==> src/rtl/vga_timing_gen.sv <==
// vga_timing_gen
//   Free-running VGA raster timing generator. Horizontal and vertical
//   counters walk the full line/frame (visible area plus porches and sync),
//   and every timing flag is registered from the next counter values so it
//   changes on the same edge as the counters. A PIPE_DLY-deep shift register
//   delays hsync/vsync/valid to line up with pixel data coming back from a
//   pixel-address -> BRAM read pipeline.
//
// Ports
//   clk          pixel clock (single domain)
//   rst          synchronous, active-high reset
//   h_cnt        current horizontal pixel coordinate
//   v_cnt        current vertical line coordinate
//   hsync        horizontal sync, active-low, aligned with h_cnt/v_cnt
//   vsync        vertical sync, active-low, aligned with h_cnt/v_cnt
//   valid        high inside the visible area
//   line_start   one-clock pulse while h_cnt == 0
//   frame_start  one-clock pulse while h_cnt == 0 and v_cnt == 0
//   frame_cnt    count of completed frames (wraps at 16 bits)
//   hsync_d      hsync delayed by PIPE_DLY clocks
//   vsync_d      vsync delayed by PIPE_DLY clocks
//   valid_d      valid delayed by PIPE_DLY clocks
module vga_timing_gen #(
  parameter int H_VIS    = 640,
  parameter int H_FP     = 16,
  parameter int H_SYNC   = 96,
  parameter int H_BP     = 48,
  parameter int V_VIS    = 480,
  parameter int V_FP     = 10,
  parameter int V_SYNC   = 2,
  parameter int V_BP     = 33,
  parameter int PIPE_DLY = 3
) (
  input  logic        clk,
  input  logic        rst,
  output logic [9:0]  h_cnt,
  output logic [9:0]  v_cnt,
  output logic        hsync,
  output logic        vsync,
  output logic        valid,
  output logic        line_start,
  output logic        frame_start,
  output logic [15:0] frame_cnt,
  output logic        hsync_d,
  output logic        vsync_d,
  output logic        valid_d
);

  localparam int H_TOT = H_VIS + H_FP + H_SYNC + H_BP;
  localparam int V_TOT = V_VIS + V_FP + V_SYNC + V_BP;

  localparam logic [9:0] H_LAST   = 10'(H_TOT - 1);
  localparam logic [9:0] V_LAST   = 10'(V_TOT - 1);
  localparam logic [9:0] H_VIS_W  = 10'(H_VIS);
  localparam logic [9:0] V_VIS_W  = 10'(V_VIS);
  localparam logic [9:0] HS_FIRST = 10'(H_VIS + H_FP);
  localparam logic [9:0] HS_LAST  = 10'(H_VIS + H_FP + H_SYNC - 1);
  localparam logic [9:0] VS_FIRST = 10'(V_VIS + V_FP);
  localparam logic [9:0] VS_LAST  = 10'(V_VIS + V_FP + V_SYNC - 1);

  logic [9:0]          h_cnt_q, h_cnt_d;
  logic [9:0]          v_cnt_q, v_cnt_d;
  logic [15:0]         frame_cnt_q, frame_cnt_d;
  logic                hs_q, hs_d;
  logic                vs_q, vs_d;
  logic                vld_q, vld_d;
  logic                ls_q, ls_d;
  logic                fs_q, fs_d;
  logic [PIPE_DLY-1:0] hs_pipe_q, hs_pipe_d;
  logic [PIPE_DLY-1:0] vs_pipe_q, vs_pipe_d;
  logic [PIPE_DLY-1:0] vld_pipe_q, vld_pipe_d;
  // One extra bit so the shift works unchanged for PIPE_DLY == 1.
  logic [PIPE_DLY:0]   hs_ext, vs_ext, vld_ext;
  logic                h_wrap, v_wrap;

  // Next counter values and the flags decoded from them.
  always_comb begin
    h_wrap      = (h_cnt_q == H_LAST);
    v_wrap      = (v_cnt_q == V_LAST);
    h_cnt_d     = h_cnt_q + 10'd1;
    v_cnt_d     = v_cnt_q;
    frame_cnt_d = frame_cnt_q;
    if (h_wrap) begin
      h_cnt_d = 10'd0;
      // Both counters wrap on the same edge, so (H_LAST,V_LAST) goes
      // straight to (0,0) with no intermediate (0,V_LAST) state.
      if (v_wrap) begin
        v_cnt_d     = 10'd0;
        frame_cnt_d = frame_cnt_q + 16'd1;
      end else begin
        v_cnt_d = v_cnt_q + 10'd1;
      end
    end else begin
      h_cnt_d = h_cnt_q + 10'd1;
    end

    // Flags use the next counts so they land on the same edge as the counters.
    hs_d  = ~((h_cnt_d >= HS_FIRST) && (h_cnt_d <= HS_LAST));
    vs_d  = ~((v_cnt_d >= VS_FIRST) && (v_cnt_d <= VS_LAST));
    vld_d = (h_cnt_d < H_VIS_W) && (v_cnt_d < V_VIS_W);
    ls_d  = (h_cnt_d == 10'd0);
    fs_d  = (h_cnt_d == 10'd0) && (v_cnt_d == 10'd0);

    // Bit 0 takes the current live flag; bit PIPE_DLY-1 is the oldest.
    hs_ext     = {hs_pipe_q, hs_q};
    vs_ext     = {vs_pipe_q, vs_q};
    vld_ext    = {vld_pipe_q, vld_q};
    hs_pipe_d  = hs_ext[PIPE_DLY-1:0];
    vs_pipe_d  = vs_ext[PIPE_DLY-1:0];
    vld_pipe_d = vld_ext[PIPE_DLY-1:0];
  end

  // State registers; reset parks the raster at (0,0) with the pipeline idle.
  always_ff @(posedge clk) begin
    if (rst) begin
      h_cnt_q     <= 10'd0;
      v_cnt_q     <= 10'd0;
      frame_cnt_q <= 16'd0;
      hs_q        <= 1'b1;
      vs_q        <= 1'b1;
      vld_q       <= 1'b1;
      ls_q        <= 1'b1;
      fs_q        <= 1'b1;
      hs_pipe_q   <= {PIPE_DLY{1'b1}};
      vs_pipe_q   <= {PIPE_DLY{1'b1}};
      vld_pipe_q  <= {PIPE_DLY{1'b0}};
    end else begin
      h_cnt_q     <= h_cnt_d;
      v_cnt_q     <= v_cnt_d;
      frame_cnt_q <= frame_cnt_d;
      hs_q        <= hs_d;
      vs_q        <= vs_d;
      vld_q       <= vld_d;
      ls_q        <= ls_d;
      fs_q        <= fs_d;
      hs_pipe_q   <= hs_pipe_d;
      vs_pipe_q   <= vs_pipe_d;
      vld_pipe_q  <= vld_pipe_d;
    end
  end

  assign h_cnt       = h_cnt_q;
  assign v_cnt       = v_cnt_q;
  assign frame_cnt   = frame_cnt_q;
  assign hsync       = hs_q;
  assign vsync       = vs_q;
  assign valid       = vld_q;
  assign line_start  = ls_q;
  assign frame_start = fs_q;
  assign hsync_d     = hs_pipe_q[PIPE_DLY-1];
  assign vsync_d     = vs_pipe_q[PIPE_DLY-1];
  assign valid_d     = vld_pipe_q[PIPE_DLY-1];

endmodule

==> config.mk <==
export PLATFORM = sky130hd
export DESIGN_NAME = vga_timing_gen
export DESIGN_NICKNAME = d
export VERILOG_FILES = /design/src/rtl/vga_timing_gen.sv
export SDC_FILE = /design/constraint.sdc
export NUM_CORES = 1
export LEC_CHECK = 0
export ABC_AREA = 1
export CAP_MARGIN = 20
export CORE_ASPECT_RATIO = 1.75
export CORE_MARGIN = 1.5
export CORE_UTILIZATION = 59
export CTS_BUF_LIST = sky130_fd_sc_hd__clkbuf_8
export CTS_CLUSTER_SIZE = 16
export DETAILED_ROUTE_END_ITERATION = 8
export GPL_ROUTABILITY_DRIVEN = 0
export GPL_TIMING_DRIVEN = 0
export PLACE_DENSITY = 0.87
export RECOVER_POWER = 25
export SLEW_MARGIN = 20
export SYNTH_ARGS = -nofsm -noshare
export SYNTH_HDL_FRONTEND = slang
export SYNTH_SLANG_ARGS = --single-unit
==> constraint.sdc <==
create_clock -name clk -period 3.3 [get_ports clk]
set_clock_uncertainty 0.2 [all_clocks]
set_input_delay 0.66 -clock clk [delete_from_list [all_inputs] [get_ports clk]]
set_output_delay 0.66 -clock clk [all_outputs]
set_load 0.1 [all_outputs]
==> run summary <==
Outcome: finished, final reports clean
Signed area change from the synthesized netlist to the final layout: 22.62%
Endpoint class of the critical path: output pin
Drt pass-1 iters: 5
Buffers inserted by post-CTS timing repair: 0
Max-slew violations: 0
Layout Cell Area excl Fill: 3194 um^2
GRT Residual Overflow: 0
Cells along the critical path: clkdlybuf4s50_1
Transition time at the pin with the least slew margin: 0.9951 ns
Relative slew slack: 33.45%
Highest Clock Rate: 347.4 MHz
Final count of hold timing violations: 0
Synth Net Count: 391
Vias after detailed routing: 2720
Post-CTS sizing: 0
Critical path depth in cells: 1
Reg clk slew, reported paths: 0.10 ns
Number of buffers on the longest clock path: 2
Routed WL: 6795 um
Half-perimeter wire length of the detailed placement result: 5185 um
Setup repair after global routing missed its margin: false
CTS tree: done
Mean routed wirelength per cell: 13.98 um
Post-synthesis instance total: 384
Antenna cells: 0
Number of H-tree levels: 2
Type of the tightest min-delay check: reg -> reg
Data arrival time of the critical path: 2.02 ns
Antenna violations before repair: 0
Leak Pwr: 1.317 nW
Standard cell with the maximum stage delay on the critical path: sky130_fd_sc_hd__clkdlybuf4s50_1
First-pass GRT wire length: 10810 um
Total buffers and inverters traversed by the critical path: 1
Core box area: 4189 um^2
Die W: 53.23 um
Crit path max-delay family: buffers and inverters
Sequential-to-total area share from yosys stat: 38.42%
Post-synthesis average cell area: 6.784 um^2
Clock Sinks: 50
Worst hold slack after final layout: 0.2078 ns
Root Buffer Master: sky130_fd_sc_hd__clkbuf_8
Number of global-route vias before repair: 2477
Average via count per standard cell: 5.597
Fraction of layout cells with a size suffix above 1: 7.780%
Hold worst-path end: vld_pipe_q[2]
Synthesis warning total: 0
# nets final: 443
Number of setup violations in the final report: 0
Maxcap violations: 0
Startpoint of the worst-slack reg-to-reg timing path: h_cnt[1]
Largest fanout on the critical path: 7
Overall die height: 90.90 um
Number of filler instances in the final layout: 357
FP Rows: 31
Aggregate negative setup slack: 0 ns
Largest area contributor in the netlist: sky130_fd_sc_hd__dfxtp_1
Flop-to-flop setup slack: 0.73 ns
Number of storage elements in the synthesis netlist: 50
Starting density of the core: 62.19%
Full die area: 4839 um^2
Number of clock buffers inserted by TritonCTS: 5
# port buffers: 45
Crit Path Class: reg -> out
Clk_lat worst skew: 0.31 ns
Power per cell area: 353.5 nW/um^2
Share of the synthesized area in the top cell type: 38.42%
Largest stage delay on the critical path: 1.20 ns
Count of hold buffers inserted by post-cts repair: 0
Post-route ant nets: 0
DRC violation total after the first TritonRoute iteration: 113
Mapped cell area: 2605 um^2
DRC violations left: 0
Standard cell area after detailed placement: 3117 um^2
Cell types with the largest area share after synthesis: sky130_fd_sc_hd__dfxtp_1 (38%), sky130_fd_sc_hd__nand2_1 (13%), sky130_fd_sc_hd__nor2_1 (8.4%), sky130_fd_sc_hd__inv_1 (7.5%), sky130_fd_sc_hd__nand3_1 (6.0%)
Largest net degree at the start of global routing: 18
Type of element launching the critical path: register
Min cycle time layout: 2.878 ns
Distinct cell type count after synthesis: 33
Hold Startpoint: vld_pipe_q[1]
Max rail drop VDD: 0.3994 mV
Depth of the worst register-to-register path: 11
Final core utilization: 76.25%
Global-route usage over all layers: 29.80%
Ports placed on the boundary: 46
Reg2reg end: vsync
WHS Path Cells: 2
Post-route clock period utilization: 87.23%
Crit path required time: 2.44 ns
## sequential cells by signal, indices dropped and copies added (netlist names)
signal and cells:
v_cnt 10, frame_cnt 16, frame_start 1, vsync 1, valid 1, hsync 1
h_cnt 10, vs_pipe_q 3, vld_pipe_q 3, line_start 1, hs_pipe_q 3
## synthesized netlist by cell type (all sizes together)
cell    instances
nor3           10
nand4          16
clkbuf          3
inv            54
nand3          32
and3            1
nor2           70
or2             6
dfxtp          50
o31a            1
nand3b          2
o21ai          15
nor3b           3
nand2          92
ha              5
xnor2           2
buf             3
o21a            1
xor2            2
a31oi           1
nor4            1
a21oi          14
## routing by layer
metal | vias to the layer above | wire, um | global-route usage (%) | share of wire (%)
li1 | 1320 | - | - | -
met1 | 1226 | 2328 | 27.54 | 34
met2 | 130 | 3648 | 54.63 | 54
met3 | 44 | 365 | 4.139 | 5.4
met4 | 0 | 452 | 20.94 | 6.7
met5 | - | 0 | 0 | 0
## report_power, final
group	switching [W]	internal, W	total (W)
Clock	0.000216	0.000230	0.000446
Combinational	0.0000557	0.0000142	0.0000699
Sequential	0.00000455	0.000609	0.000614
## per-stage QoR
step | std cells | worst slack (ns) | power, W
2_1_floorplan | 384 | 0.5857 | 0.0006791
3_3_place_gp | 478 | 0.8051 | 0.0006972
3_5_place_dp | 478 | 0.7841 | 0.0006981
4_1_cts | 486 | 0.4409 | 0.001130
5_1_grt | 486 | 0.3635 | 0.001157
6_report | 486 | 0.4215 | 0.001129
## logic make-up after synthesis
logic type      Yosys count  synth area share, %
simple gates            233                42.07
buf+inv                  60                9.030
flops                    50                38.42
fa+ha+maj                 5                2.402
compound gates           32                6.725
xor+xnor                  4                1.345
## worst max-delay path by stage
stage,start,to,slack (ns)
2_1_floorplan,h_cnt[1],frame_cnt[8],0.59
3_3_place_gp,h_cnt[5],h_cnt[5],0.81
3_5_place_dp,v_cnt[3],v_cnt[3],0.78
4_1_cts,v_cnt[3],v_cnt[3],0.44
5_1_grt,v_cnt[3],v_cnt[3],0.36
6_report,v_cnt[3],v_cnt[3],0.42
## layout make-up
type / instances / area (um^2) / area share, %
clock buffer: 5 / 68.82 / 2.154
tap: 49 / 61.31 / 1.919
timing repair buffer: 45 / 450.4 / 14.10
buffer: 6 / 31.28 / 0.9792
inverter: 54 / 202.7 / 6.345
clock inverter: 3 / 47.55 / 1.488
multi-input combinational: 274 / 1331 / 41.68
sequential: 50 / 1001 / 31.34
## cells in the final DEF, fill, tap and decap left out, types with 2 or more instances in the layout
master                            instances
sky130_fd_sc_hd__nand2_1                 90
sky130_fd_sc_hd__nor2_1                  63
sky130_fd_sc_hd__inv_1                   52
sky130_fd_sc_hd__dfxtp_1                 50
sky130_fd_sc_hd__clkdlybuf4s50_1         44
sky130_fd_sc_hd__nand3_1                 31
sky130_fd_sc_hd__nand4_1                 14
sky130_fd_sc_hd__a21oi_1                 14
sky130_fd_sc_hd__o21ai_0                 11
sky130_fd_sc_hd__nor3_1                   9
sky130_fd_sc_hd__nor2_2                   6
sky130_fd_sc_hd__or2_2                    6
sky130_fd_sc_hd__ha_1                     5
sky130_fd_sc_hd__clkbuf_8                 5
sky130_fd_sc_hd__clkbuf_1                 4
sky130_fd_sc_hd__o21ai_1                  3
sky130_fd_sc_hd__xor2_1                   2
sky130_fd_sc_hd__inv_2                    2
sky130_fd_sc_hd__xnor2_1                  2
sky130_fd_sc_hd__nand4_2                  2
sky130_fd_sc_hd__nor3b_1                  2
sky130_fd_sc_hd__nand2_2                  2
sky130_fd_sc_hd__nand3b_1                 2
Note: power is estimated with default switching activity, not from simulation.
